`src/rtl/boot_loader.sv`:
```
// Byte-stream bootloader: parses an A5/len/payload/checksum frame from the UART,
// writes little-endian 32-bit words to instruction memory, and gates CPU reset.
module boot_loader #(
    parameter int unsigned DEPTH          = 1024,
    parameter int unsigned TIMEOUT_CYCLES = 1_000_000
) (
    input  logic        clk,
    input  logic        rst,
    input  logic [7:0]  rx_data,
    input  logic        rx_valid,
    output logic        mem_clr,
    output logic        wr_en,
    output logic [31:0] wr_instr,
    output logic [9:0]  wr_addr,
    output logic        cpu_rst,
    output logic        done,
    output logic        err,
    output logic [1:0]  err_code
);

    localparam int unsigned CNT_W = (TIMEOUT_CYCLES > 2) ? $clog2(TIMEOUT_CYCLES) : 1;
    localparam logic [CNT_W-1:0] IDLE_TERM = CNT_W'(TIMEOUT_CYCLES - 1);
    localparam logic [7:0] MAGIC = 8'hA5;

    typedef enum logic [2:0] {
        S_IDLE, S_LEN_LO, S_LEN_HI, S_DATA, S_CSUM, S_DONE, S_ERROR
    } state_t;

    state_t           state_q, state_d;
    logic [CNT_W-1:0] idle_q, idle_d;
    logic [7:0]       acc_q, acc_d;
    logic [1:0]       byte_idx_q, byte_idx_d;
    logic [23:0]      word_q, word_d;
    logic [7:0]       len_lo_q, len_lo_d;
    logic [15:0]      words_left_q, words_left_d;
    logic             mem_clr_q, mem_clr_d;
    logic             wr_en_q, wr_en_d;
    logic [31:0]      wr_instr_q, wr_instr_d;
    logic [9:0]       wr_addr_q, wr_addr_d;
    logic             cpu_rst_q, cpu_rst_d;
    logic             done_q, done_d;
    logic             err_q, err_d;
    logic [1:0]       err_code_q, err_code_d;
    logic [15:0]      word_cnt;
    logic             in_frame;

    always_ff @(posedge clk or posedge rst) begin
        if (rst) begin
            state_q      <= S_IDLE;
            idle_q       <= '0;
            acc_q        <= '0;
            byte_idx_q   <= '0;
            word_q       <= '0;
            len_lo_q     <= '0;
            words_left_q <= '0;
            mem_clr_q    <= 1'b0;
            wr_en_q      <= 1'b0;
            wr_instr_q   <= '0;
            wr_addr_q    <= '0;
            cpu_rst_q    <= 1'b1;
            done_q       <= 1'b0;
            err_q        <= 1'b0;
            err_code_q   <= 2'b00;
        end else begin
            state_q      <= state_d;
            idle_q       <= idle_d;
            acc_q        <= acc_d;
            byte_idx_q   <= byte_idx_d;
            word_q       <= word_d;
            len_lo_q     <= len_lo_d;
            words_left_q <= words_left_d;
            mem_clr_q    <= mem_clr_d;
            wr_en_q      <= wr_en_d;
            wr_instr_q   <= wr_instr_d;
            wr_addr_q    <= wr_addr_d;
            cpu_rst_q    <= cpu_rst_d;
            done_q       <= done_d;
            err_q        <= err_d;
            err_code_q   <= err_code_d;
        end
    end

    always_comb begin
        state_d      = state_q;
        acc_d        = acc_q;
        byte_idx_d   = byte_idx_q;
        word_d       = word_q;
        len_lo_d     = len_lo_q;
        words_left_d = words_left_q;
        mem_clr_d    = 1'b0;
        wr_en_d      = 1'b0;
        wr_instr_d   = wr_instr_q;
        wr_addr_d    = wr_addr_q;
        cpu_rst_d    = cpu_rst_q;
        done_d       = done_q;
        err_d        = err_q;
        err_code_d   = err_code_q;
        word_cnt     = {rx_data, len_lo_q};
        in_frame     = (state_q == S_LEN_LO) || (state_q == S_LEN_HI) ||
                       (state_q == S_DATA)   || (state_q == S_CSUM);

        // Address advances the cycle after the write strobe is shown
        if (wr_en_q) begin
            wr_addr_d = wr_addr_q + 10'd1;
        end

        if (!in_frame || rx_valid) begin
            idle_d = '0;
        end else begin
            idle_d = idle_q + CNT_W'(1);
        end

        case (state_q)
            S_IDLE, S_DONE, S_ERROR: begin
                if (rx_valid && rx_data == MAGIC) begin
                    state_d    = S_LEN_LO;
                    mem_clr_d  = 1'b1;
                    cpu_rst_d  = 1'b1;
                    done_d     = 1'b0;
                    err_d      = 1'b0;
                    err_code_d = 2'b00;
                    acc_d      = '0;
                    wr_addr_d  = '0;
                    byte_idx_d = '0;
                end
            end
            S_LEN_LO: begin
                if (rx_valid) begin
                    len_lo_d = rx_data;
                    state_d  = S_LEN_HI;
                end
            end
            S_LEN_HI: begin
                if (rx_valid) begin
                    words_left_d = word_cnt;
                    if (32'(word_cnt) > DEPTH) begin
                        state_d    = S_ERROR;
                        err_d      = 1'b1;
                        err_code_d = 2'b01;
                        cpu_rst_d  = 1'b1;
                        done_d     = 1'b0;
                    end else if (word_cnt == 16'd0) begin
                        state_d = S_CSUM;
                    end else begin
                        state_d = S_DATA;
                    end
                end
            end
            S_DATA: begin
                if (rx_valid) begin
                    acc_d      = acc_q + rx_data;
                    byte_idx_d = byte_idx_q + 2'd1;
                    case (byte_idx_q)
                        2'd0:    word_d[7:0]   = rx_data;
                        2'd1:    word_d[15:8]  = rx_data;
                        2'd2:    word_d[23:16] = rx_data;
                        default: begin
                            wr_en_d      = 1'b1;
                            wr_instr_d   = {rx_data, word_q};
                            words_left_d = words_left_q - 16'd1;
                            if (words_left_q == 16'd1) begin
                                state_d = S_CSUM;
                            end
                        end
                    endcase
                end
            end
            S_CSUM: begin
                if (rx_valid) begin
                    if (rx_data == acc_q) begin
                        state_d   = S_DONE;
                        done_d    = 1'b1;
                        cpu_rst_d = 1'b0;
                    end else begin
                        state_d    = S_ERROR;
                        err_d      = 1'b1;
                        err_code_d = 2'b10;
                        cpu_rst_d  = 1'b1;
                        done_d     = 1'b0;
                    end
                end
            end
            default: state_d = S_IDLE;
        endcase

        // A byte arriving on the terminal count wins over the timeout
        if (in_frame && !rx_valid && idle_q == IDLE_TERM) begin
            state_d    = S_ERROR;
            err_d      = 1'b1;
            err_code_d = 2'b11;
            cpu_rst_d  = 1'b1;
            done_d     = 1'b0;
        end
    end

    assign mem_clr  = mem_clr_q;
    assign wr_en    = wr_en_q;
    assign wr_instr = wr_instr_q;
    assign wr_addr  = wr_addr_q;
    assign cpu_rst  = cpu_rst_q;
    assign done     = done_q;
    assign err      = err_q;
    assign err_code = err_code_q;

endmodule

```
`config.mk`:
```
export PLATFORM = sky130hd
export DESIGN_NAME = boot_loader
export DESIGN_NICKNAME = d
export VERILOG_FILES = /design/src/rtl/boot_loader.sv
export SDC_FILE = /design/constraint.sdc
export NUM_CORES = 1
export LEC_CHECK = 0
export ABC_AREA = 1
export CAP_MARGIN = 10
export CORE_AREA = 2 2 98 119
export DETAILED_ROUTE_END_ITERATION = 8
export DIE_AREA = 0 0 100 121
export PLACE_DENSITY = 0.9
export SYNTH_ARGS = -nofsm -noshare
export SYNTH_HDL_FRONTEND = slang
export SYNTH_SLANG_ARGS = --single-unit
```
`constraint.sdc`:
```
create_clock -name clk -period 7.7 [get_ports clk]
set_input_delay 1.925 -clock clk [delete_from_list [all_inputs] [get_ports clk]]
set_output_delay 1.925 -clock clk [all_outputs]
set_load 0.05 [all_outputs]
```
==> impl_metrics.tcl <==
set metrics [dict create \
    grt_max_degree 81 \
    fmax_mhz 250 \
    finalSetupTns_ns 0 \
    drt_iter0_markers 428 \
    crit_type "in -> reg" \
    viasPerCell 5.66 \
    die-width_um 100 \
    stdcell_area_mm2 0.00767 \
    synthFlopType "dfrtp_1" \
    fin_crit_ns 4.00 \
    cp.arrival_ns 4.28 \
    first_pass_iters 5 \
    synth.most_common_cell "nand2_1" \
    crit-reg2reg-launch "state_q[0]" \
    ctsHtreeMaxLevel 4 \
    hpwlAfterDp_um 9760 \
    total_power_mw 2.91 \
    fin_skew_ns 0.00929 \
    yosys_warnings 0 \
    first_global_vias 5292 \
    drc 0 \
    post_cts_resized 0 \
    place_inst 950 \
    maxCapViolations 0 \
    grt_setup_unrepaired "no" \
    ys_seq_elements 130 \
    synthDominantCellAreaShare_pct 50.0 \
    wl_per_cell_um 15.2 \
    syn_inst 778 \
    end_kind "register" \
    die_area_mm2 0.0121 \
    num_vias 5555 \
    cp.required_ns 7.99 \
    synth_fp_nets 805 \
    finalCritPeriodShare_pct 51.9 \
    min_path_type "reg -> reg" \
    synth_edf_count 0 \
    synth_common_cells "nand2_1, dfrtp_1, nor2_1" \
    cts_max_path_buffers 2 \
    rows 42 \
    numPortBuffers 59 \
    hold_viol 0 \
    drive_gt1_share_pct 7.88 \
    synth.distinct_cells 42 \
    crit_start "rx_valid" \
    tightest_slew_ns 0.960 \
    track_usage_pct 26.2 \
    crit_fanout 40 \
    synth_area_per_cell_um2 8.29 \
    worst_slack_ns 3.70 \
    drtAntennaViolNets 0 \
    ir_drop_mv 0.202 \
    synth-seq-area-share_pct 50.4 \
    cts_tree "done" \
    synth-async-reset-ratio_pct 100 \
    start_util_pct 59.0 \
    drv_slew 0 \
    nNetsFinal 864 \
    syn_area_mm2 0.00645 \
    power_density_mw_per_mm2 379 \
    fin_util_pct 70.2 \
    leakage_nw 3.65 \
    min_from "cpu_rst" \
    finalSetupViolCount 0 \
    grt_pass1_wl_um 24800 \
    cts_sinks 130 \
    synthTopCellsByArea "dfrtp_1, nand2_1, o21ai_0, nor2_1, inv_1" \
    area_delta_synth_final_pct 18.9 \
    wirelength_um 14900 \
    gp_congestion 0.912 \
    place_area_mm2 0.00709 \
    critPathLaunchType "input pin" \
    dp_slack_ns 3.28 \
    cts_buffers 17 \
    status "finished clean" \
    postCtsHoldBufs 0 \
    core_area_mm2 0.0109 \
    maxSlewHeadroom_pct 36.0 \
    clock_latency_ns 0.42 \
    die_h_um 121 \
    diodes 0 \
    hold_ws_ns 0.460 \
    root_buffer "clkbuf_16" \
    fin_cells 982 \
    cts_setup_buffers 0 \
    overflow 0 \
    io_pins 60 \
    clk_pin_slew_worst_paths_ns 0.06 \
    antenna_found_initial 0 \
    synth_largest_area_cell "dfrtp_1" \
]
cells by family after synthesis:
family	Yosys count	synth area share, %
AND/OR/NAND/NOR	398	26.9
adder cells (fa/ha/maj)	16	3.22
buffers and inverters	87	5.93
flip-flops	130	50.4
XOR/XNOR	16	2.17
AO/OA/AOI/OAI	131	11.3
cell type report:
class / instances / area [um^2]
Tap cell: 132 / 165
Inverter: 67 / 254
Sequential cell: 130 / 3250
Multi-Input combinational cell: 561 / 2820
Fill cell: 797 / 3260
Clock inverter: 14 / 156
Timing Repair Buffer: 60 / 598
Clock buffer: 18 / 429
state kept, by name (all words and copies together) (netlist names):
register	flops
acc_q	8
byte_idx_q	2
cpu_rst	1
done	1
err	1
err_code	2
idle_q	20
len_lo_q	8
mem_clr	1
state_q	3
word_q	24
words_left_q	16
wr_addr	10
wr_en	1
wr_instr	32
path summary, 6_finish.rpt:
kind,slack (ns),to,cells after the start
worst max-delay path,3.70,wr_instr[30],8
worst min register to register,0.46,cpu_rst,2
worst min-delay path,0.46,cpu_rst,2
max in group asynchronous,4.36,err_code[1],3
min in group asynchronous,2.08,wr_instr[5],2
worst max register to register,4.75,wr_instr[30],7
where the power goes:
part | leakage [nW] | internal (mW) | switching [mW]
registers | 1.70 | 0.884 | 0.165
clock network | 0.279 | 0.481 | 0.322
logic | 1.67 | 0.355 | 0.703
worst max-delay path, cell delays in order:
cell,delay [ns]
clkdlybuf4s50_1,0.51
inv_1,0.13
nor2_2,0.55
inv_2,0.18
nor2_8,0.32
inv_2,0.36
nand2_1,0.20
o21ai_2,0.07
routing by layer:
| layer | up-vias | part of all wire, % | GRT usage [%] |
|---|---|---|---|
| li1 | 2664 | - | - |
| met1 | 2632 | 43 | 34.6 |
| met2 | 227 | 50 | 42.9 |
| met3 | 32 | 5.3 | 5.53 |
| met4 | 0 | 2.2 | 9.67 |
| met5 | - | 0 | 0 |
layout by cell type, fill, tap and decap left out, types with 3 or more instances in the layout:
master / count
o21ai_0: 69
clkinvlp_4: 3
nor2_2: 3
nand2_4: 3
xor2_1: 9
clkinv_4: 3
inv_6: 3
xnor2_1: 7
nand2_1: 233
clkbuf_16: 17
a21oi_1: 28
nor3_1: 14
inv_2: 5
ha_1: 15
nand3_1: 30
inv_1: 61
o21ai_2: 9
nand3_2: 3
nor3b_1: 4
nor2_1: 80
o21ai_1: 8
clkdlybuf4s50_1: 59
o22ai_1: 3
nand2_2: 5
nand4_1: 14
dfrtp_1: 129
(Power assumes the default switching activity.)
